==> src/rtl/lif_membrane.sv <==
// ---------------------------------------------------------------------------
// lif_membrane
//   Leaky integrate-and-fire membrane stage. On every valid time step the
//   stored membrane potential is leaked by a right shift. The unsigned
//   synaptic sum is then added with saturation, and the result is compared
//   against a programmable threshold. A crossing emits a one-cycle spike,
//   clears the membrane and starts a refractory countdown. During the
//   countdown all input is dropped.
//
// Ports
//   clk           in   system clock, rising edge
//   reset         in   synchronous, active-high reset
//   sum_in        in   [SUM_WIDTH-1:0] unsigned synaptic sum
//   sum_valid     in   strobe: sum_in is a new time step
//   threshold     in   [MEM_WIDTH-1:0] unsigned firing threshold
//   leak_shift    in   [2:0] leak = membrane >> leak_shift
//   refrac_cycles in   [REF_WIDTH-1:0] refractory length after a spike
//   spike         out  registered one-cycle firing pulse
//   membrane      out  [MEM_WIDTH-1:0] registered membrane potential
//   refractory    out  high while the refractory counter is nonzero
//
// Handshake: sum_valid is a pure strobe with no ready/back-pressure. A step
// is accepted on a rising edge where sum_valid=1 and the neuron is not
// refractory. Otherwise the step is silently dropped.
// ---------------------------------------------------------------------------
module lif_membrane #(
    parameter int SUM_WIDTH = 7,
    parameter int MEM_WIDTH = 10,
    parameter int REF_WIDTH = 4
) (
    input  logic                 clk,
    input  logic                 reset,
    input  logic [SUM_WIDTH-1:0] sum_in,
    input  logic                 sum_valid,
    input  logic [MEM_WIDTH-1:0] threshold,
    input  logic [2:0]           leak_shift,
    input  logic [REF_WIDTH-1:0] refrac_cycles,
    output logic                 spike,
    output logic [MEM_WIDTH-1:0] membrane,
    output logic                 refractory
);

    // The refractory counter is the only state register. The enum below is
    // a decoded view of it, which keeps the next-state logic readable.
    typedef enum logic {
        ST_INTEGRATE = 1'b0,
        ST_REFRACT   = 1'b1
    } state_t;

    state_t               state;
    logic [REF_WIDTH-1:0] ref_cnt;
    logic [REF_WIDTH-1:0] ref_cnt_next;
    logic [MEM_WIDTH-1:0] mem_q;
    logic [MEM_WIDTH-1:0] mem_next;
    logic                 spike_q;
    logic                 spike_next;

    logic [MEM_WIDTH-1:0] leak_amt;
    logic [MEM_WIDTH-1:0] u_leak;
    logic [MEM_WIDTH:0]   u_sum;
    logic [MEM_WIDTH-1:0] u_sat;
    logic                 fire;

    assign state = (|ref_cnt) ? ST_REFRACT : ST_INTEGRATE;

    // leak_shift=0 subtracts the whole value, so u_leak is 0 with no
    // special case.
    assign leak_amt = mem_q >> leak_shift;
    assign u_leak   = mem_q - leak_amt;

    // Add one bit of headroom, then clamp to all-ones on carry-out.
    assign u_sum = {1'b0, u_leak} + {{(MEM_WIDTH + 1 - SUM_WIDTH){1'b0}}, sum_in};
    assign u_sat = u_sum[MEM_WIDTH] ? {MEM_WIDTH{1'b1}} : u_sum[MEM_WIDTH-1:0];
    assign fire  = (u_sat >= threshold);

    always_comb begin
        mem_next     = mem_q;
        spike_next   = 1'b0;
        ref_cnt_next = ref_cnt;
        case (state)
            ST_INTEGRATE: begin
                if (sum_valid) begin
                    if (fire) begin
                        mem_next     = '0;
                        spike_next   = 1'b1;
                        // With refrac_cycles=0 this leaves us in INTEGRATE,
                        // so a spike is possible on the very next step.
                        ref_cnt_next = refrac_cycles;
                    end else begin
                        mem_next = u_sat;
                    end
                end
            end
            ST_REFRACT: begin
                mem_next     = '0;
                ref_cnt_next = ref_cnt - REF_WIDTH'(1);
            end
            default: begin
                mem_next     = '0;
                ref_cnt_next = '0;
            end
        endcase
    end

    always_ff @(posedge clk) begin
        if (reset) begin
            mem_q   <= '0;
            spike_q <= 1'b0;
            ref_cnt <= '0;
        end else begin
            mem_q   <= mem_next;
            spike_q <= spike_next;
            ref_cnt <= ref_cnt_next;
        end
    end

    assign spike      = spike_q;
    assign membrane   = mem_q;
    assign refractory = (state == ST_REFRACT);

endmodule
==> config.mk <==
export PLATFORM = sky130hd
export DESIGN_NAME = lif_membrane
export DESIGN_NICKNAME = d
export VERILOG_FILES = /design/src/rtl/lif_membrane.sv
export SDC_FILE = /design/constraint.sdc
export NUM_CORES = 1
export LEC_CHECK = 0
export CORE_UTILIZATION = 53
export CTS_BUF_LIST = sky130_fd_sc_hd__clkbuf_2
export CTS_CLUSTER_DIAMETER = 40
export DETAILED_ROUTE_END_ITERATION = 12
export PLACE_DENSITY = 0.81
export SETUP_SLACK_MARGIN = 0.5
export SLEW_MARGIN = 15
export SYNTH_ARGS = -nofsm -noshare
export SYNTH_HDL_FRONTEND = slang
export SYNTH_SLANG_ARGS = --single-unit
export TNS_END_PERCENT = 1
==> constraint.sdc <==
create_clock -name clk -period 13.53 [get_ports clk]
set_input_delay 2.706 -clock clk [delete_from_list [all_inputs] [get_ports clk]]
set_output_delay 2.706 -clock clk [all_outputs]
set_load 0.005 [all_outputs]
# Word level (Yosys, flattened, before mapping)
# Cells that the tools add are included.
# W data, S select, Z words.
[classes]
add_sub_neg = 3
mux = 9
n_reduce_logical = 3
bitwise_logic = 2
shift = 1
order_cmp = 1
eq_ne = 2
[op_table]
columns = ["op", "count"]
rows = [
  ["$mux W10", 3],
  ["$pmux W10 S2", 1],
  ["$add A10 B7 Y11", 1],
  ["$ge A10 B10 Y1", 1],
  ["$shr A10 B3 Y10", 1],
  ["$sub A10 B10 Y10", 1],
  ["$mux W4", 2],
  ["$pmux W4 S2", 1],
  ["$ne A2 B2 Y1 const B", 2],
  ["$reduce_or A4 Y1", 1],
  ["$sub A4 B1 Y4 const B", 1],
  ["$reduce_or A3 Y1", 1],
  ["$mux W1", 2],
  ["$not A1 Y1", 2],
  ["$reduce_and A2 Y1", 1],
]
[word_totals]
regBits = 15
inputBits = 27

# Logic depth before layout (Yosys ltp)
# Gate-level depths: netlist of the first run.
[logic_depth]
word_depth = 8
ltp_mapped = 27

# Worst setup path before layout of the first run
# OpenSTA, ideal clock, no wires.
[synth_timing]
path_kind = "input port to flip-flop"
from = "input leak_shift[1]"
to = "register ref_cnt[3]"
arrival_ns = 7.591
setup_slack_ns = 5.835
cell_stages = 25
setup_time_ns = 0.103
t_required_ns = 13.427
path_cell_list = "clkbuf_1 > buf_2 > mux2i_1 > mux2i_1 > nand2_1 > o21ai_0 > ha_1 > fa_1 > nand2b_1 > a21oi_1 > o21a_1 > nor2_1 > xnor2_1 > ha_1 > nor2b_1 > a311o_1 > o21ai_0 > nor2_1 > mux2_2 > ha_1 > nand4_1 > or4_4 > a31oi_4 > a311oi_1 > a2111oi_2"
[synth_between]
elab_chain_len = 7
[synth_lines]
columns = ["element", "line", "source"]
rows = [
  ["start, declared", "36", "input logic [2:0] leak_shift,"],
  ["$shr A10 B3 Y10", "68", "assign leak_amt = mem_q >> leak_shift;"],
  ["$sub A10 B10 Y10", "69", "assign u_leak = mem_q - leak_amt;"],
  ["$add A10 B7 Y11", "72", "assign u_sum = {1'b0, u_leak} + {{(MEM_WIDTH + 1 - SUM_WIDTH){1'b0}}, sum_in};"],
  ["$mux W10", "73", "assign u_sat = u_sum[MEM_WIDTH] ? {MEM_WIDTH{1'b1}} : u_sum[MEM_WIDTH-1:0];"],
  ["$ge A10 B10 Y1", "74", "assign fire = (u_sat >= threshold);"],
  ["$ne A2 B2 Y1 (no line)", "-", ""],
  ["$reduce_and A2 Y1 (no line)", "-", ""],
  ["end signal, assigned", "113", "ref_cnt <= ref_cnt_next;"],
  ["end, declared", "51", "logic [REF_WIDTH-1:0] ref_cnt;"],
]
# Every way passes these cells.
# A chain may end at the register's enable or synchronous reset.

# Worst setup path in the final report of the first run
# Same ends and word-level chain as after synthesis.

==> results.py, run 1 <==
metrics = {
    "synth": {
        "syn_inst": 266,
        "mappedNetlistArea_mm2": 0.00211,
        "synth-seq-cells": 15,
        "synth_top_area_cell": "ha_1",
        "syn_nets": 323,
        "yosys.cell_types.count": 63,
        "synthTopCellsByArea": "ha_1 (17%), dfxtp_1 (14%), mux2i_1 (7.1%)",
        "async_flop_share": 0,
        "yosys_warnings": 0,
        "synth_edf_count": 0,
        "post-synth-top-area-fraction": 0.166,
        "yosysSeqAreaShare": 0.143,
        "yosys_most_used_dff": "dfxtp_1",
        "avgSynthCellArea_um2": 7.92,
    },
    "route": {
        "dr.pass1.iters": 4,
        "drc": 0,
        "ant_nets": 0,
        "num_vias": 2095,
        "drtIter0Drc": 117,
        "routed_wirelength_mm": 5.27,
        "post_drt_wl_per_cell_um": 15.1,
        "vias_per_cell": 5.99,
    },
    "layout": {
        "synthToLayoutAreaGrowth_pct": 20.3,
        "post-route-util": 0.677,
        "final.fill_count": 337,
        "layout-drive-gt1-share": 0.0828,
        "num_antenna_cells": 0,
        "fin_area_mm2": 0.00253,
        "multi_input_comb_area_mm2": 0.00169,
        "seq_area_um2": 300,
        "nets": 360,
    },
    "timing": {
        "tightestPinTransition_ns": 0.630,
        "relSlewSlack": 0.579,
        "setup_ws_ns": 5.24,
        "timing.final.crit_share": 0.613,
        "setup_viol": 0,
        "hold_viol_final": 0,
        "period_minus_slack_ns": 8.29,
        "fmax_mhz": 121,
        "fin_setup_tns_ns": 0,
        "final_max_slew_viol_count": 0,
        "rsz0062_at_grt": "false",
        "finClkSkew_ns": 0.00603,
    },
    "die": {
        "start_util": 0.563,
        "die_w_um": 65.0,
        "die_y_um": 65.0,
        "row_count": 22,
        "dieArea_mm2": 0.00423,
        "io-pin-count": 39,
        "core_mm2": 0.00374,
    },
    "worst_hold_path": {
        "holdCritPathClass": "flop to flop",
        "holdPathStages": 2,
    },
    "place": {
        "place.gp.congestion": 0.868,
        "preCtsSetupSlack_ns": 4.99,
        "io_buffer_count": 38,
        "hpwl_mm": 4.38,
        "placed_cell_area_mm2": 0.00251,
    },
    "clock_network": {
        "clk_pin_slew_ns": 0.13,
        "clk_latency_ns": 0.29,
        "cts_inserted_buffers": 3,
        "cts_setup_buffers": 0,
        "post_cts_resized": 0,
        "htreeDepth": 1,
        "cts_tree": "done",
        "cts.path.max_buffers": 2,
        "clockRootBuffer": "clkbuf_2",
        "postCtsHoldBufs": 0,
        "cts_sinks": 15,
    },
    "setup_path": {
        "crit_type": "input port to flop",
        "end_kind": "flop",
        "cp_max_fo": 14,
        "startpoint_type": "input port",
        "arrival_ns": 8.49,
        "cp.required_ns": 13.73,
        "r2r_cells": 24,
    },
    "job": {
        "maxCapViolCount": 0,
    },
    "global_route": {
        "antenna_found_initial": 0,
        "grt_pass1_wl_mm": 8.91,
        "grt_pass1_vias": 1996,
        "grt_max_degree": 16,
        "grt_overflow": 0,
        "gr-usage-all-layers": 0.266,
    },
    "run_status": {
        "status": "finished clean",
    },
}
sequential cells by signal, indices dropped and copies added, names as in the netlist:
| register | cells |
|---|---|
| spike | 1 |
| ref_cnt | 4 |
| membrane | 10 |
Yosys cell counts (all sizes together), types with 5 or more instances:
cell type / count
a31oi: 5
o211ai: 6
nor2b: 6
dfxtp: 15
ha: 28
xnor2: 6
o21ai: 10
nor2: 23
inv: 21
a211oi: 7
mux2i: 15
nand2b: 11
nand2: 26
a21oi: 21
nand3: 5
through the flow:
stage          hold WS [ns]  cells
2_1_floorplan         0.470    266
3_3_place_gp          0.477    346
3_5_place_dp          0.475    346
4_1_cts               0.494    350
5_1_grt               0.535    350
6_report              0.492    350
cell families (layout without fill, tap and decap cells):
logic type,Yosys count,in the layout,share of synthesized area
compound gates,77,77,0.268
xor+xnor,10,10,0.0416
fa+ha+maj,30,30,0.185
buf+inv,27,63,0.0529
flops,15,15,0.143
mux,17,17,0.0873
simple gates,90,90,0.222
cell usage in the layout, fill, tap and decap left out, types with 2 or more instances in the layout:
cell and count:
nor2b_1 6, o211ai_1 5, dfxtp_1 15, a31oi_1 4
nand2_1 26, nor2_1 23, a211o_1 3, mux2i_1 15
ha_1 28, xor2_1 4, nor4_1 2, a211oi_1 6
nand4_1 4, nand3_1 4, o21ai_0 9, a21oi_1 20
o21a_1 4, inv_1 20, xnor2_1 6, fa_1 2
a21o_1 4, nand2b_1 11, clkdlybuf4s50_1 38, o22ai_1 3
clkbuf_2 4
metal layers:
| layer | up-vias | part of all wire | GRT usage |
|---|---|---|---|
| met5 | - | 0 | 0 |
| met4 | 0 | 0.0089 | 0.0435 |
| met3 | 6 | 0.052 | 0.0387 |
| met2 | 67 | 0.47 | 0.473 |
| met1 | 970 | 0.47 | 0.343 |
| li1 | 1052 | - | - |
worst max-delay path: stages:
cell and delay [ns]:
clkdlybuf4s50_1 0.87, mux2i_1 0.31, mux2i_1 0.13, nand2_1 0.09, o21ai_0 0.09, ha_1 0.23, fa_1 0.39, nand2b_1 0.19
a21oi_1 0.20, o21a_1 0.13, nor2_1 0.04, xnor2_1 0.13, ha_1 0.32, nor2b_1 0.14, a311o_1 0.34, o21ai_0 0.16
nor2_1 0.09, mux2_2 0.29, ha_1 0.32, nand4_1 0.11, or4_4 0.59, a31oi_4 0.26, a311oi_1 0.14, a2111oi_2 0.20
final timing paths:
kind | slack [ns] | from | to
max | 5.24 | leak_shift[1] | ref_cnt[3]
min | 0.49 | membrane[0] | membrane[0]
max reg2reg | 8.17 | membrane[1] | ref_cnt[3]
min reg2reg | 0.49 | membrane[0] | membrane[0]
layout make-up:
cell class                      count  share of cell area
Multi-Input combinational cell    224               0.669
Inverter                           21              0.0311
Sequential cell                    15               0.119
Timing Repair Buffer               38               0.150
Clock buffer                        4             0.00790
Tap cell                           48              0.0237
Power of run 1 is not shown: default switching activity piles up to over one toggle a cycle in this logic, so the estimate is an artifact.
==> run 2, diff against run 1 <==
CORE_UTILIZATION = 49   (was 53)
PLACE_DENSITY = 0.79   (was 0.81)
clock period = 7.5 ns   (was 13.53 ns; I/O delays follow)
==> run 2 against run 1 <==
Clock skew shrank 0.0045 ns; setup slack got worse by 4.5 ns; cell count grew 1.1%; clock-buffer cell count is the same; global-route usage decreased by 1.6 points; core utilization shrank 3.9 points; sequential share of layout area decreased by 0.26 points; via count increased by 0.29%; cell area is 2.2% higher; critical endpoint unchanged.
==> results.py, run 2 (synthesized netlist as in run 1, its figures left out) <==
metrics = {
    "die": {
        "core_mm2": 0.00406,
        "dieArea_mm2": 0.00456,
        "row_count": 23,
        "die_w_um": 67.6,
        "start_util": 0.519,
        "io-pin-count": 39,
        "die_y_um": 67.6,
    },
    "timing": {
        "timing.final.crit_share": 0.900,
        "tightestPinTransition_ns": 0.590,
        "fin_setup_tns_ns": 0,
        "relSlewSlack": 0.606,
        "period_minus_slack_ns": 6.75,
        "setup_viol": 0,
        "finClkSkew_ns": 0.00158,
        "final_max_slew_viol_count": 0,
        "fmax_mhz": 148,
        "fin_hold_ws_ns": 0.508,
        "rsz0062_at_grt": "false",
        "hold_viol_final": 0,
    },
    "route": {
        "met1_length_mm": 2.50,
        "vias_per_cell": 5.94,
        "highest_layer": "met4",
        "drc": 0,
        "dr.pass1.iters": 4,
        "wl_met3_um": 204,
        "ant_nets": 0,
        "drtIter0Drc": 155,
        "wl_met2_mm": 2.41,
        "routed_wirelength_mm": 5.18,
        "post_drt_wl_per_cell_um": 14.6,
        "num_vias": 2101,
    },
    "clock_network": {
        "clk_pin_slew_ns": 0.15,
        "clockRootBuffer": "clkbuf_2",
        "postCtsHoldBufs": 0,
        "cts_tree": "done",
        "cts.path.max_buffers": 2,
        "cts_sinks": 15,
        "cts_inserted_buffers": 3,
        "clk_latency_ns": 0.29,
        "htreeDepth": 1,
    },
    "run_status": {
        "status": "finished clean",
    },
    "setup_path": {
        "arrival_ns": 6.96,
        "crit_type": "input port to flop",
        "startpoint_type": "input port",
        "cp_max_fo": 14,
        "cpMostUsedCell": "ha_1",
        "slowest_stage": "or4_4",
        "end_kind": "flop",
        "cpLargestDelayFamily": "compound AO/OA/AOI/OAI gates",
        "cpPeakStageDelay_ns": 0.59,
        "critPathBufInv": 2,
        "cp.required_ns": 7.71,
    },
    "global_route": {
        "grt_pass1_wl_mm": 8.72,
        "gr-usage-all-layers": 0.250,
        "antenna_found_initial": 0,
        "grt_overflow": 0,
        "grt_max_degree": 16,
        "grt_pass1_vias": 1942,
    },
    "job": {
        "maxCapViolCount": 0,
    },
    "layout": {
        "post-route-util": 0.638,
        "synthToLayoutAreaGrowth_pct": 23.0,
        "layout-drive-gt1-share": 0.112,
        "final_common_cell": "clkdlybuf4s50_1",
        "num_antenna_cells": 0,
        "final_cell_mix": "clkdlybuf4s50_1 (37), ha_1 (28), nand2_1 (26)",
        "largest_reg_flops": 10,
        "final.fill_count": 364,
        "nets": 362,
    },
    "place": {
        "io_buffer_count": 38,
        "place.gp.congestion": 0.836,
        "hpwl_mm": 4.25,
    },
    "worst_hold_path": {
        "holdCritPathClass": "flop to flop",
    },
}
[run 2: cell types whose count changed in the layout (fill, tap and decap cells not counted), sizes merged]
| cell | change |
|---|---|
| buf | +2 |
| clkdlybuf4s50 | -1 |
| dlymetal6s2s | +1 |
[run 2: worst paths after layout]
path | slack [ns] | cells past startpoint | startpoint | to
setup reg to reg | 2.24 | 23 | membrane[5] | ref_cnt[3]
hold reg to reg | 0.51 | 2 | membrane[0] | membrane[0]
setup / recovery | 0.75 | 25 | leak_shift[1] | ref_cnt[3]
hold / removal | 0.51 | 2 | membrane[0] | membrane[0]
[run 2: area by class of cell]
| type | count | area [um^2] | share of cell area |
|---|---|---|---|
| clock buffer | 4 | 20.0 | 0.00773 |
| inverter | 21 | 78.8 | 0.0304 |
| multi-input combinational | 224 | 1730 | 0.667 |
| sequential | 15 | 300 | 0.116 |
| tap | 50 | 62.6 | 0.0242 |
| timing repair buffer | 40 | 402 | 0.155 |
[run 2: per-layer routing]
layer / vias up / global-route usage
li1: 1058 / -
met3: 7 / 0.0253
met5: - / 0
met4: 0 / 0.0745
met1: 976 / 0.354
met2: 60 / 0.395
[run 2: stage by stage]
step	cells	area [um^2]	setup WS [ns]
final	354	2590	0.751
after global routing	354	2590	0.500
after CTS	354	2550	0.540
after detailed placement	350	2530	0.250
after global placement	350	2530	0.420
after floorplan	266	2110	1.01
[run 2: repair_timing]
item,in CTS,in global routing
gates resized for setup,0,10
buffers inserted,0,0
endpoints found under the setup margin,0,14
[run 2: worst register-to-register path: stages (launching register included)]
cell and delay [ns]:
dfxtp_1 0.42, mux2i_2 0.23, mux2i_1 0.14, nand2_1 0.10
o21ai_0 0.11, ha_1 0.25, fa_1 0.43, nand2b_4 0.18
a21oi_2 0.16, o21a_1 0.12, nor2_1 0.04, xnor2_1 0.13
ha_1 0.32, nor2b_1 0.15, a311o_1 0.36, o21ai_2 0.10
nor2_1 0.06, mux2_2 0.28, ha_1 0.32, nand4_1 0.12
or4_4 0.59, a31oi_4 0.23, a311oi_1 0.14, a2111oi_2 0.20
Power of run 2 is left out for the same reason.
==> run 3, diff against run 2 <==
--- a/config.mk
+++ b/config.mk
@@ -7,3 +7,3 @@
 export LEC_CHECK = 0
-export CORE_UTILIZATION = 49
+export CORE_UTILIZATION = 53
 export CTS_BUF_LIST = sky130_fd_sc_hd__clkbuf_2
@@ -11,3 +11,3 @@
 export DETAILED_ROUTE_END_ITERATION = 12
-export PLACE_DENSITY = 0.79
+export PLACE_DENSITY = 0.81
 export SETUP_SLACK_MARGIN = 0.5
==> constraint.sdc (replaced) <==
create_clock -name clk -period 6.6 [get_ports clk]
set_input_delay 1.98 -clock clk [delete_from_list [all_inputs] [get_ports clk]]
set_output_delay 1.98 -clock clk [all_outputs]
set_load 0.005 [all_outputs]
==> run 3 against run 2 <==
The run now ends with negative setup slack left; critical path depth up 1; register-to-register slack got worse by 0.95 ns; clock-buffer cell count did not move; sequential cell count is the same; via count up 23%; first-iteration DRC count rose by 54%; critical path type unchanged; critical endpoint is now ref_cnt[1].
==> results.py, run 3 (synthesized netlist as in run 1, its figures left out) <==
metrics = {
    "timing": {
        "finClkSkew_ns": 0.0137,
        "tightestPinTransition_ns": 0.586,
        "relSlewSlack": 0.608,
        "fmax_mhz": 150,
        "setup_viol": 8,
        "hold_viol_final": 0,
        "timing.final.crit_share": 1.01,
        "setup_ws_ns": -0.0588,
        "period_minus_slack_ns": 6.66,
        "final_max_slew_viol_count": 0,
        "rsz0062_at_grt": "true",
    },
    "layout": {
        "nets": 421,
        "synthToLayoutAreaGrowth_pct": 55.9,
        "num_antenna_cells": 0,
        "final_cell_mix": "buf_4 (52), clkdlybuf4s50_1 (35), nand2_1 (26)",
        "post-route-util": 0.877,
        "largest_reg_flops": 10,
        "final_common_cell": "buf_4",
        "final.fill_count": 201,
        "layout-drive-gt1-share": 0.339,
    },
    "setup_path": {
        "crit_type": "input port to flop",
        "cp.required_ns": 6.84,
        "end_kind": "flop",
        "r2r-start": "membrane[1]",
        "cpMostUsedCell": "buf_6",
        "cpLargestDelayFamily": "compound AO/OA/AOI/OAI gates",
        "timing.rr.end": "ref_cnt[1]",
        "r2r_cells": 26,
        "critPathBufInv": 5,
        "arrival_ns": 6.90,
        "cpPeakStageDelay_ns": 0.53,
        "cp_max_fo": 8,
        "slowest_stage": "or4_4",
        "reg2reg_slack_ns": 1.29,
        "startpoint_type": "input port",
    },
    "clock_network": {
        "cts_sinks": 15,
        "clockRootBuffer": "clkbuf_2",
        "clk_pin_slew_ns": 0.18,
        "htreeDepth": 1,
        "cts.path.max_buffers": 2,
        "cts_tree": "done",
        "clk_latency_ns": 0.34,
        "cts_inserted_buffers": 3,
        "postCtsHoldBufs": 0,
    },
    "route": {
        "post_drt_wl_per_cell_um": 19.1,
        "drc": 0,
        "num_vias": 2583,
        "drtIter0Drc": 239,
        "ant_nets": 0,
        "routed_wirelength_mm": 7.87,
        "dr.pass1.iters": 4,
        "vias_per_cell": 6.28,
    },
    "global_route": {
        "grt_max_degree": 10,
        "grt_pass1_wl_mm": 11.3,
        "antenna_found_initial": 0,
        "grt_overflow": 0,
        "grt_pass1_vias": 2367,
        "gr-usage-all-layers": 0.351,
    },
    "job": {
        "maxCapViolCount": 0,
    },
    "run_status": {
        "violations": "negative setup slack",
        "status": "finished with violations",
    },
    "die": {
        "die_w_um": 65.0,
        "core_mm2": 0.00374,
        "dieArea_mm2": 0.00423,
        "io-pin-count": 39,
        "die_y_um": 65.0,
        "start_util": 0.563,
        "row_count": 22,
    },
    "worst_hold_path": {
        "min_delay_worst_endpoint": "ref_cnt[3]",
        "holdPathStages": 2,
        "min-delay-start": "ref_cnt[3]",
        "holdCritPathClass": "flop to flop",
    },
    "place": {
        "hpwl_mm": 4.88,
        "io_buffer_count": 38,
        "place.gp.congestion": 0.879,
    },
}
[run 3: cell count changes in the layout (fill, tap and decap cells not counted), sizes merged]
cell	before	now
dlygate4sd2	0	1
buf	2	62
clkdlybuf4s50	37	35
clkdlybuf4s15	0	1
dlymetal6s2s	1	0
[run 3: final cells by class]
class / count / area [um^2] / area share
inverter: 21 / 78.8 / 0.0240
tap: 48 / 60.1 / 0.0183
timing repair buffer: 99 / 893 / 0.272
clock buffer: 4 / 20.0 / 0.00610
multi-input combinational: 224 / 1930 / 0.588
sequential: 15 / 300 / 0.0915
[run 3: per-stage QoR]
stage / cells / hold WS (ns) / setup slack, ns / setup TNS, ns / instance area [um^2]
after global placement: 383 / 0.509 / -0.622 / -7.90 / 2860
after detailed placement: 383 / 0.541 / -0.795 / -10.05 / 2860
final: 411 / 0.562 / -0.0588 / -0.312 / 3280
after floorplan: 266 / 0.470 / 0.119 / 0 / 2160
after global routing: 411 / 0.578 / -0.370 / -4.08 / 3280
after CTS: 406 / 0.562 / -0.0580 / -0.0684 / 3110
[run 3: worst max path at each step]
stage,depth (start not counted),slack (ns),endpoint,startpoint
6_report,26,-0.06,ref_cnt[1],leak_shift[1]
5_1_grt,29,-0.37,membrane[7],leak_shift[1]
4_1_cts,26,-0.06,ref_cnt[3],leak_shift[1]
3_5_place_dp,25,-0.80,ref_cnt[3],leak_shift[1]
3_3_place_gp,25,-0.62,ref_cnt[3],leak_shift[1]
2_1_floorplan,25,0.12,ref_cnt[3],leak_shift[1]
[run 3: worst min-delay path: cells and delay by family (launching register included)]
| family | cells | cell delay, ns |
|---|---|---|
| buf+inv | 1 | 0.09 |
| flops | 1 | 0.37 |
| compound gates | 1 | 0.07 |
[run 3: timing repair]
item                       CTS  global route
pin swaps                   28            25
setup endpoints to repair   15            15
buffers inserted            19             5
gates resized for setup     33            27
[run 3: metal layers]
| metal | GRT usage | share of wire |
|---|---|---|
| met4 | 0.101 | 0.038 |
| met5 | 0 | 0 |
| met3 | 0.0387 | 0.081 |
| met2 | 0.639 | 0.50 |
| met1 | 0.430 | 0.38 |
Power of run 3 is left out for the same reason.
